File: src/rtl/rgb_pattern_gen.sv
// rtl/rgb_pattern_gen.sv - frame-based RGB test pattern source (solid, h-ramp, colour bars, checker)
// Optional checker pattern for mode 3 enabled by defining RGB_PATTERN_CHECKER_EN.
module rgb_pattern_gen #(
  parameter int CHANNEL_WIDTH = 8,
  parameter int H_ACTIVE      = 16,
  parameter int V_ACTIVE      = 4
) (
  input  logic                     clk,
  input  logic                     rst,
  input  logic                     enable,
  input  logic [1:0]               mode,
  input  logic [CHANNEL_WIDTH-1:0] solid_r,
  input  logic [CHANNEL_WIDTH-1:0] solid_g,
  input  logic [CHANNEL_WIDTH-1:0] solid_b,
  output logic [CHANNEL_WIDTH-1:0] outp_r,
  output logic [CHANNEL_WIDTH-1:0] outp_g,
  output logic [CHANNEL_WIDTH-1:0] outp_b,
  output logic                     outp_valid,
  input  logic                     outp_ready,
  output logic                     outp_sof,
  output logic                     outp_eol
);

  localparam int XW = (H_ACTIVE > 1) ? $clog2(H_ACTIVE) : 1;
  localparam int YW = (V_ACTIVE > 1) ? $clog2(V_ACTIVE) : 1;
  localparam int RW = XW + CHANNEL_WIDTH;
  localparam int BW = XW + 3;
  localparam logic [XW-1:0] X_LAST   = XW'(H_ACTIVE - 1);
  localparam logic [YW-1:0] Y_LAST   = YW'(V_ACTIVE - 1);
  localparam logic [RW-1:0] RAMP_DIV = RW'(H_ACTIVE);
  localparam logic [BW-1:0] BAR_DIV  = BW'(H_ACTIVE);

  typedef enum logic [0:0] {IDLE, ACTIVE} state_t;

  state_t                   state;
  logic [XW-1:0]            x;
  logic [YW-1:0]            y;
  logic [1:0]               mode_q;
  logic [CHANNEL_WIDTH-1:0] sol_r, sol_g, sol_b;
  logic                     xfer;

  assign xfer = outp_valid && outp_ready;

  always_ff @(posedge clk or negedge rst) begin
    if (!rst) begin
      state      <= IDLE;
      x          <= '0;
      y          <= '0;
      outp_valid <= 1'b0;
      mode_q     <= '0;
      sol_r      <= '0;
      sol_g      <= '0;
      sol_b      <= '0;
    end else begin
      case (state)
        IDLE: begin
          if (enable) begin
            state      <= ACTIVE;
            outp_valid <= 1'b1;
            x          <= '0;
            y          <= '0;
            mode_q     <= mode;
            sol_r      <= solid_r;
            sol_g      <= solid_g;
            sol_b      <= solid_b;
          end
        end
        ACTIVE: begin
          if (xfer) begin
            if (x == X_LAST) begin
              x <= '0;
              if (y == Y_LAST) begin
                y <= '0;
                // Back-to-back frame: relatch the pattern selection with no bubble.
                if (enable) begin
                  mode_q <= mode;
                  sol_r  <= solid_r;
                  sol_g  <= solid_g;
                  sol_b  <= solid_b;
                end else begin
                  state      <= IDLE;
                  outp_valid <= 1'b0;
                end
              end else begin
                y <= y + YW'(1);
              end
            end else begin
              x <= x + XW'(1);
            end
          end
        end
        default: state <= IDLE;
      endcase
    end
  end

  logic [RW-1:0]            ramp_num;
  logic [CHANNEL_WIDTH-1:0] ramp;
  logic [BW-1:0]            bar_num;
  logic [2:0]               bar;
  logic [CHANNEL_WIDTH-1:0] pix_r, pix_g, pix_b;

  // Widened numerators keep x * 2^CHANNEL_WIDTH and x * 8 exact before dividing.
  assign ramp_num = {x, {CHANNEL_WIDTH{1'b0}}};
  assign ramp     = CHANNEL_WIDTH'(ramp_num / RAMP_DIV);
  assign bar_num  = {x, 3'b000};
  assign bar      = 3'(bar_num / BAR_DIV);

  always_comb begin
    pix_r = sol_r;
    pix_g = sol_g;
    pix_b = sol_b;
    case (mode_q)
      2'd1: begin
        pix_r = ramp;
        pix_g = ramp;
        pix_b = ramp;
      end
      2'd2: begin
        pix_r = {CHANNEL_WIDTH{bar[2]}};
        pix_g = {CHANNEL_WIDTH{bar[1]}};
        pix_b = {CHANNEL_WIDTH{bar[0]}};
      end
`ifdef RGB_PATTERN_CHECKER_EN
      2'd3: begin
        pix_r = {CHANNEL_WIDTH{x[0] ^ y[0]}};
        pix_g = {CHANNEL_WIDTH{x[0] ^ y[0]}};
        pix_b = {CHANNEL_WIDTH{x[0] ^ y[0]}};
      end
`endif
      default: ;
    endcase
  end

  assign outp_r   = outp_valid ? pix_r : {CHANNEL_WIDTH{1'bx}};
  assign outp_g   = outp_valid ? pix_g : {CHANNEL_WIDTH{1'bx}};
  assign outp_b   = outp_valid ? pix_b : {CHANNEL_WIDTH{1'bx}};
  assign outp_sof = outp_valid && (x == '0) && (y == '0);
  assign outp_eol = outp_valid && (x == X_LAST);

endmodule

File: config.mk
export PLATFORM = sky130hd
export DESIGN_NAME = rgb_pattern_gen
export DESIGN_NICKNAME = d
export VERILOG_FILES = /design/src/rtl/rgb_pattern_gen.sv
export SDC_FILE = /design/constraint.sdc
export NUM_CORES = 1
export LEC_CHECK = 0
export BUFFER_PORTS_ARGS = -buffer_cell sky130_fd_sc_hd__buf_2
export CAP_MARGIN = 15
export CORE_ASPECT_RATIO = 0.9
export CORE_MARGIN = 8
export CORE_UTILIZATION = 46
export DETAILED_ROUTE_END_ITERATION = 16
export GPL_ROUTABILITY_DRIVEN = 0
export PLACE_DENSITY = 0.75
export SLEW_MARGIN = 15
export SYNTH_ARGS = -nofsm -noshare
export SYNTH_HDL_FRONTEND = slang
export SYNTH_SLANG_ARGS = --single-unit
File: constraint.sdc
create_clock -name clk -period 1.55 [get_ports clk]
set_input_delay 0.31 -clock clk [delete_from_list [all_inputs] [get_ports clk]]
set_output_delay 0.31 -clock clk [all_outputs]
set_load 0.05 [all_outputs]
==> impl_results.md, run 1 <==
* Synth warnings at 0
* PwrDens at 1138 nW/um^2
* Final net count at around 330
* Clock Skews at between 0.01 and 0.015 ns
* Post-synth EDFFs at 0
* Top cell family by delay on the critical path: flip-flops
* Worst-path fanout max at 7
* Share of the synthesized area in the top cell type at 0.4384
* Post-layout util at 0.8572
* Area growth, synth to finish at 79.95%
* Kind of critical path: reg -> out
* Vias in the first global route at ~2000
* Min setup slack post-route at -0.4406 ns
* Worst-margin pin slew at roughly 0.47 ns
* # setup viols final at 53
* Synth Register Bits at 34
* Inserted Clock Buffers at 5
* Failing checks: negative setup slack
* Nature of the critical path endpoint: output pin
* Post-synthesis simple-gate area fraction at 0.1599
* Post-Synth XOR/XNOR Area at 0
* Yosys cell types at 30
* Synth area leader: dfrtp_1
* Worst IR Drop VDD at between 0.6 and 0.7 mV
* Average size of a mapped cell at 10.21 sq um
* Type of the tightest min-delay check: in -> reg
* Insertion delay to the later sink of the worst-skew pair at 0.30 ns
* Hold EP: sol_g[3]
* Cell area after layout at ~3500 sq um
* CP max stage cell: dfrtp_1
* Post-DP Area at roughly 2800 sq um
* All-Layer GR Usage at 0.2188
* Row count at 22
* CTS tree: built
* Ports at 57
* Final antenna-violating net count at 0
* Count leader, synth: nand2_1
* Fillers at roughly 190
* Wirelength, routed at about 7.6 mm
* Top cells by area, synth: dfrtp_1 44%, mux2_4 15%, nand2_1 8.1%
* CP Data Arrival Time at 1.68 ns
* Mapped Cells at 190
* Final HPWL DP at 3.861 mm
* Layout cells sized above 1 at 0.6690
* WP data required at approximately 1.2 ns
* Fin. max-slew vios at 0
* DRT Pass-1 Iters at 4
* R2R cell count at 8
* Critical Path Max Stage Delay at between 0.4 and 0.5 ns
* Largest net degree at the start of global routing at 20
* Largest family of logic cells by synthesized area: multiplexers
* CTS root buffer: clkbuf_8
* Storage cell area at ~850 sq um
* Relative slew slack at 0.6856
* # Max-Cap Violations at 0
* Post-synthesis mux area share at 0.1947
* Hold Path Stages at 2
* Core Area at 4074 sq um
* Hold path start: solid_g[3]
* Die ar. at around 6600 sq um
* Synth Net Count at 226
* Async set-reset flop share out of synthesis at 1.000
* FMAX at between 0.5 and 0.6 GHz
* Hold Fails Final Rpt at 0
* Via count at approximately 1900
* FF-to-FF setup slack at -0.26 ns
* H-tree depth at 2
* Reg-to-Reg Start: x[1]
* Worst R2R End: mode_q[0]
* First-pass GRT wire length at 11.22 mm
* Clock sinks at 34
* Pleak at about 1.6 nW
* Initial antenna violation count at 0
* Max clock buf depth at 2
* ANT cells at 0
* Fin crit share at 1.284
* Congestion Overflow GR at 0
* CP startpoint kind: flop
* Adder-Cell Fraction of Synth Area at 0.03868
* Multi-input gate area at 1450 sq um
* WHS at around 0.24 ns
* Ys flop type: dfrtp_1
* Port bufs at between 50 and 60
* Routed vias/inst at around 5.7
* DRC marker count from the first detailed-route iteration at around 180
* DP Worst Slack at -0.2569 ns
* Drt drc at 0
* Post-synthesis compound-gate area fraction at 0.1186
* Die Ht at 77.62 um
* Clock transition at path regs at 0.08 ns
* Post-synth top cells: 42 x nand2_1, 34 x dfrtp_1, 20 x mux2_4
* Sequential cell area fraction in the yosys report at 0.4384
* WP buf/inv at 2
* Die width at about 84 um
* Status: finished, violations left
* RSZ-0062 raised after global routing: true
* Crit-path cells: ha_4 -> buf_12 -> nand2b_4 -> nand2_4 -> buf_6
* Final setup TNS at -15.16 ns
* Wirelength per Cell at 22.55 um
* Initial Utilization at 0.4764
* Cell Area, Synth at just under 2000 sq um
* Minimum clock period after layout at around 2 ns
registers in the layout, indices dropped and copies added (netlist names):
signal	cells
sol_g	8
mode_q	2
y	2
x	4
outp_valid	1
state	1
sol_r	8
sol_b	8
cells in the final DEF, fill, tap and decap left out, types with 2 or more instances in the layout:
cell and count:
mux2_4 25, buf_4 26, dfrtp_1 31, a22o_1 2, o21ai_4 12, clkbuf_8 6, nand4_1 2, o211ai_1 2
nand3_4 2, buf_12 5, nand2_4 11, buf_16 2, buf_8 11, inv_4 2, a21oi_1 4, buf_2 30
a21oi_4 5, buf_6 27, inv_1 2, and2_1 2, nor2_1 2, nand3_1 4, nand2_1 29, a21oi_2 3
nand2b_4 3, ha_4 4, nand2_8 2, and3_1 2, and2_4 4, dfrtp_2 3, o21ai_0 5, inv_2 3
stage by stage:
step,std cells,power [W]
after CTS,336,0.003694
after detailed placement,312,0.002539
after global placement,312,0.002516
final,338,0.003973
after global routing,338,0.004130
after floorplan,190,0.002164
kinds of logic (layout without fill, tap and decap cells):
logic type | after synthesis | in the layout
compound gates | 38 | 38
buf+inv | 18 | 118
simple gates | 67 | 67
mux | 27 | 27
fa+ha+maj | 6 | 6
flops | 34 | 34
final cells by class:
| class | count | share of cell area |
|---|---|---|
| Tap cell | 48 | 0.01720 |
| Multi-Input combinational cell | 138 | 0.4153 |
| Inverter | 7 | 0.008957 |
| Timing Repair Buffer | 103 | 0.2877 |
| Clock inverter | 1 | 0.001433 |
| Clock buffer | 7 | 0.02472 |
| Sequential cell | 34 | 0.2447 |
worst max-delay path by stage:
stage | start | to | cells after the start
detailed placement | mode_q[0] | outp_r[0] | 6
finish | mode_q[1] | outp_r[0] | 5
global placement | mode_q[0] | outp_b[3] | 7
CTS | mode_q[0] | outp_r[0] | 6
floorplan | outp_valid | sol_b[0] | 5
global route | mode_q[0] | outp_r[7] | 6
power breakdown:
part	switching, W	total, W	internal, W
sequential	0.000101	0.00109	0.000994
clock	0.000343	0.000702	0.000359
combinational	0.00118	0.00218	0.000998
repair_timing:
item                                    CTS  global route
pin swaps                                 5            10
gates resized for setup                  93            29
endpoints found under the setup margin   43            55
gates cloned                              3             1
endpoints found under the hold margin    18             0
hold buffers                              1             0
buffers inserted                         12             3
routing by layer:
| metal | vias to the layer above | global-route usage | part of all wire |
|---|---|---|---|
| li1 | 849 | - | - |
| met1 | 950 | 0.2648 | 0.39 |
| met2 | 92 | 0.3698 | 0.50 |
| met3 | 28 | 0.04842 | 0.057 |
| met4 | 0 | 0.08703 | 0.046 |
| met5 | - | 0 | 0 |
Power figures use the tool's default switching activity.
==> inputs of run 2 (changes only) <==
==> constraint.sdc (replaced) <==
create_clock -name clk -period 1.55 [get_ports clk]
set_input_delay 0.2325 -clock clk [delete_from_list [all_inputs] [get_ports clk]]
set_output_delay 0.2325 -clock clk [all_outputs]
set_load 0.05 [all_outputs]
==> impl_results.md, run 2 (synthesis gave the netlist of run 1 again) <==
* Clock Skews at 0.005902 ns (was 0.01312 ns)
* Most frequent cells in the layout: 33 x buf_6, 32 x dfrtp_1, 30 x buf_2, 30 x buf_4 (was 31 x dfrtp_1, 30 x buf_2, 29 x nand2_1)
* Worst-margin pin slew at 0.4389 ns (was 0.4716 ns)
* Relative slew slack at 0.7074 (was 0.6856)
* DRT Pass-1 Iters at 5 (was 4)
* Final setup TNS at -12.45 ns (was -15.16 ns)
* # setup viols final at 53 (unchanged)
* RSZ-0062 raised after global routing: true (unchanged)
* # Max-Cap Violations at 0 (unchanged)
* CP startpoint kind: flop (unchanged)
* R2R cell count at 6 (was 8)
* Via count at 2023 (was 1919)
* PwrDens at 1127 nW/um^2 (was 1138 nW/um^2)
* Hold Fails Final Rpt at 0 (unchanged)
* Insertion delay to the later sink of the worst-skew pair at 0.30 ns (about the same)
* Clock transition at path regs at 0.07 ns (was 0.08 ns)
* Fin crit share at 1.234 (was 1.284)
* Fin. max-slew vios at 0 (unchanged)
* Initial Utilization at 0.4764 (unchanged)
* All-Layer GR Usage at 0.2185 (was 0.2188)
* Die ar. at 6556 sq um (unchanged)
* Commonest non-fill, non-tap cell in the layout: buf_6 (was dfrtp_1)
* Wirelength per Cell at 22.83 um (was 22.55 um)
* Pleak at 1.604 nW (was 1.597 nW)
* Worst IR Drop VDD at 0.7760 mV (was 0.6988 mV)
* ANT cells at 0 (unchanged)
* WP data required at 1.32 ns (was 1.24 ns)
* Status: finished, violations left (unchanged)
* Final HPWL DP at 3.565 mm (was 3.861 mm)
* CP Data Arrival Time at 1.68 ns (about the same)
* Min setup slack post-route at -0.3622 ns (was -0.4406 ns)
* Layout cells sized above 1 at 0.6993 (was 0.6690)
* Type of the tightest min-delay check: in -> reg (unchanged)
* Nature of the critical path endpoint: output pin (unchanged)
* Biggest regs: sol_b x8, sol_g x8, sol_r x8 (unchanged)
* Core Area at 4074 sq um (unchanged)
* Clock sinks at 34 (unchanged)
* Largest net degree at the start of global routing at 35 (was 20)
* H-tree depth at 2 (unchanged)
* Congestion Overflow GR at 0 (unchanged)
* CTS tree: built (unchanged)
* First-pass GRT wire length at 11.36 mm (was 11.22 mm)
* FMAX at 0.5230 GHz (was 0.5024 GHz)
* Kind of critical path: reg -> out (unchanged)
* Die width at 84.47 um (unchanged)
* Hold Path Stages at 2 (unchanged)
* Row count at 22 (unchanged)
* Die Ht at 77.62 um (unchanged)
* Final antenna-violating net count at 0 (unchanged)
* CTS root buffer: clkbuf_8 (unchanged)
* Failing checks: negative setup slack (unchanged)
* Minimum clock period after layout at 1.912 ns (was 1.991 ns)
* Routed vias/inst at 5.881 (was 5.678)
* Total Power at 0.003921 W (was 0.003973 W)
* Worst-path fanout max at 5 (was 7)
* Wirelength, routed at 7.852 mm (was 7.621 mm)
* Ports at 57 (unchanged)
* Area growth, synth to finish at 79.37% (was 79.95%)
* Drt drc at 0 (unchanged)
* Max clock buf depth at 2 (unchanged)
* Inserted Clock Buffers at 5 (unchanged)
* Vias in the first global route at 2128 (was 1995)
* DRC marker count from the first detailed-route iteration at 112 (was 183)
* Port bufs at 56 (unchanged)
* Initial antenna violation count at 0 (unchanged)
* Final net count at 331 (was 325)
## run 2: what timing repair did
item                       in CTS  in global routing
buffers inserted               18                 10
cloned                          4                  0
pin swaps                      11                 13
setup endpoints to repair      47                 53
gates resized for setup       107                 34
hold endpoints to repair       34                  0
hold buffers                    1                  0
## run 2: layer usage
| metal | global-route usage | vias up | share of wire |
|---|---|---|---|
| li1 | - | 866 | - |
| met1 | 0.2431 | 996 | 0.37 |
| met2 | 0.3635 | 118 | 0.51 |
| met3 | 0.06211 | 43 | 0.057 |
| met4 | 0.1368 | 0 | 0.059 |
| met5 | 0 | - | 0 |
## run 2: through the flow
step / instance area, sq um / setup slack, ns / hold slack, ns / utilization / std cells
global placement: 2635 / -0.1165 / 0.2871 / 0.6468 / 306
finish: 3481 / -0.3622 / 0.1540 / 0.8544 / 344
global route: 3481 / -0.4004 / 0.1526 / 0.8544 / 344
detailed placement: 2635 / -0.1499 / 0.2913 / 0.6468 / 306
CTS: 3342 / -0.3101 / 0.1704 / 0.8203 / 337
floorplan: 2187 / -0.06095 / -0.06309 / - / 190
## run 2: worst paths after layout
check / from / to / slack, ns
max in group asynchronous: rst / x[3] / 0.71
min: solid_r[2] / sol_r[2] / 0.15
max reg2reg: y[1] / sol_b[1] / -0.23
min in group asynchronous: rst / x[0] / 0.50
max: mode_q[1] / outp_g[7] / -0.36
min reg2reg: sol_b[7] / sol_b[7] / 0.52
## run 2: worst max-delay path, stage by stage (launching register included)
cell and delay, ns:
dfrtp_1 0.42, buf_6 0.14, inv_4 0.05, ha_4 0.18
buf_6 0.15, a21oi_2 0.09, o21ai_4 0.16, buf_6 0.18
## run 2: area by class of cell
| class | instances | area [sq um] |
|---|---|---|
| fillers | 186 | 593.1 |
| flip-flops and latches | 34 | 853.3 |
| repair buffers | 109 | 1020 |
| well taps | 48 | 60.06 |
| clock buffers | 6 | 82.58 |
| clock inverters | 2 | 12.51 |
| multi-input cells | 138 | 1414 |
| inverters | 7 | 38.79 |
## run 2: report_power, final
group / internal (W) / total (W) / switching [W]
Combinational: 0.000948 / 0.00211 / 0.00116
Clock: 0.000357 / 0.000723 / 0.000365
Sequential: 0.000993 / 0.00109 / 0.0000927
Total: 0.00230 / 0.00392 / 0.00162
==> inputs of run 3 (changes only) <==
CORE_UTILIZATION = 48   (was 46)
CTS_BUF_LIST = sky130_fd_sc_hd__clkbuf_8   (was not set)
PLACE_DENSITY = 0.74   (was 0.75)
==> impl_results.md, run 3 (synthesis gave the netlist of run 1 again) <==
* Status: finished, violations left (unchanged)
* Failing checks: negative setup slack (unchanged)
* Die width at 83.03 um (was 84.47 um)
* All-Layer GR Usage at 0.2278 (was 0.2185)
* FMAX at 0.5194 GHz (was 0.5230 GHz)
* Biggest regs: sol_b x8, sol_g x8, sol_r x8 (unchanged)
* Drt drc at 0 (unchanged)
* # Max-Cap Violations at 0 (unchanged)
* CP startpoint kind: flop (unchanged)
* Storage cell area at 854.6 sq um (was 853.3 sq um)
* First-pass GRT wire length at 11.52 mm (was 11.36 mm)
* Wirelength per Cell at 22.19 um (was 22.83 um)
* Fin. max-slew vios at 0 (unchanged)
* Relative slew slack at 0.6963 (was 0.7074)
* H-tree depth at 2 (unchanged)
* DP Worst Slack at -0.1604 ns (was -0.1499 ns)
* Most frequent cells in the layout: 31 x dfrtp_1, 30 x buf_2, 30 x buf_6 (was 33 x buf_6, 32 x dfrtp_1, 30 x buf_2, 30 x buf_4)
* WP data required at 1.32 ns (about the same)
* Initial Utilization at 0.4862 (was 0.4764)
* Die Ht at 76.32 um (was 77.62 um)
* Fillers at 167 (was 186)
* Inserted Clock Buffers at 5 (unchanged)
* Post-DP Area at 2648 sq um (was 2635 sq um)
* Worst-margin pin slew at 0.4556 ns (was 0.4389 ns)
* # setup viols final at 52 (was 53)
* Initial antenna violation count at 0 (unchanged)
* Nature of the critical path endpoint: output pin (unchanged)
* Ports at 57 (unchanged)
* Cell area after layout at 3480 sq um (was 3481 sq um)
* Row count at 22 (unchanged)
* Final setup TNS at -11.85 ns (was -12.45 ns)
* RSZ-0062 raised after global routing: true (unchanged)
* Vias in the first global route at 2098 (was 2128)
* PwrDens at 1146 nW/um^2 (was 1127 nW/um^2)
* Minimum clock period after layout at 1.925 ns (was 1.912 ns)
* Grt met3 use at 0.09295 (was 0.06211)
* Met2 usage at 0.3652 (was 0.3635)
* Kind of critical path: reg -> out (unchanged)
* Wirelength, routed at 7.546 mm (was 7.852 mm)
* Congestion Overflow GR at 0 (unchanged)
* DRT Pass-1 Iters at 4 (was 5)
* Worst IR Drop VDD at 0.6669 mV (was 0.7760 mV)
* CTS root buffer: clkbuf_8 (unchanged)
* Multi-input gate area at 1389 sq um (was 1414 sq um)
* GR peak layer: met2 (unchanged)
* Post-layout util at 0.8718 (was 0.8544)
* Type of the tightest min-delay check: in -> reg (unchanged)
* Clock sinks at 34 (unchanged)
* Clock transition at path regs at 0.07 ns (about the same)
* Final net count at 327 (was 331)
* Largest net degree at the start of global routing at 19 (was 35)
* CTS tree: built (unchanged)
* CP Data Arrival Time at 1.69 ns (was 1.68 ns)
* Pleak at 1.618 nW (was 1.604 nW)
* ANT cells at 0 (unchanged)
* Insertion delay to the later sink of the worst-skew pair at 0.30 ns (about the same)
* Max clock buf depth at 2 (unchanged)
* Clock Skews at 0.005444 ns (was 0.005902 ns)
* Final HPWL DP at 3.722 mm (was 3.565 mm)
* DRC marker count from the first detailed-route iteration at 190 (was 112)
* Hold Fails Final Rpt at 0 (unchanged)
* Port bufs at 56 (unchanged)
* Routed vias/inst at 5.812 (was 5.881)
* Die ar. at 6336 sq um (was 6556 sq um)
* Via count at 1976 (was 2023)
* Core Area at 3991 sq um (was 4074 sq um)
* Commonest non-fill, non-tap cell in the layout: dfrtp_1 (was buf_6)
* Fin crit share at 1.242 (was 1.234)
* Met1 usage at 0.2605 (was 0.2431)
* Min setup slack post-route at -0.3753 ns (was -0.3622 ns)
* Worst-path fanout max at 8 (was 5)
* Layout cells sized above 1 at 0.7055 (was 0.6993)
* Area growth, synth to finish at 79.30% (was 79.37%)
* Final antenna-violating net count at 0 (unchanged)
-- run 3: cell count changes in the layout (fill, tap and decap cells not counted), sizes merged --
cell,change
buf,-4
bufinv,+1
clkbuf,-1
clkinv,+1
clkinvlp,-1
-- run 3: path summary, 6_finish.rpt --
kind / start / end / slack (ns) / cells after the start
setup reg to reg: x[1] / sol_g[5] / -0.16 / 8
hold / removal: solid_r[3] / sol_r[3] / 0.15 / 2
setup / recovery: mode_q[1] / outp_g[6] / -0.38 / 6
hold reg to reg: sol_g[2] / sol_g[2] / 0.51 / 1
min in group asynchronous: rst / x[3] / 0.41 / 2
max in group asynchronous: rst / sol_b[1] / 0.69 / 3
-- run 3: per-layer routing --
layer / vias up / routed length, um / share of wire
met5: - / 0 / 0
li1: 869 / - / -
met4: 0 / 206 / 0.027
met1: 972 / 2930 / 0.39
met3: 26 / 591 / 0.078
met2: 109 / 3818 / 0.51
-- run 3: power breakdown --
part,switching (W),internal (W)
clock,0.000352,0.000473
combinational,0.00114,0.000927
sequential,0.0000993,0.000993
-- run 3: final cells by class --
| cell class | count | share of cell area |
|---|---|---|
| Inverter | 7 | 0.009709 |
| Clock buffer | 5 | 0.01978 |
| Sequential cell | 34 | 0.2456 |
| Clock inverter | 3 | 0.01151 |
| Tap cell | 48 | 0.01726 |
| Multi-Input combinational cell | 138 | 0.3991 |
| Timing Repair Buffer | 105 | 0.2970 |
-- run 3: stage by stage --
stage                     cells  hold WS (ns)  total power [W]
after floorplan             190      -0.06309         0.002093
after global placement      306        0.1972         0.002435
after detailed placement    306        0.1996         0.002463
after CTS                   334        0.1570         0.003851
after global routing        340        0.1513         0.004129
final                       340        0.1519         0.003988
-- run 3: what timing repair did --
item / in CTS / in global routing
cloned: 5 / 0
resized for setup: 117 / 20
hold endpoints to repair: 17 / 0
pin swaps: 6 / 6
setup buffers: 15 / 7
endpoints found under the setup margin: 35 / 53
hold buffers: 1 / 0
-- run 3: worst max-delay path, stage by stage (launching register included) --
cell and delay (ns):
dfrtp_1 0.43, inv_1 0.08, ha_2 0.19, buf_6 0.16, o21ai_1 0.13, o21ai_2 0.21
buf_6 0.19
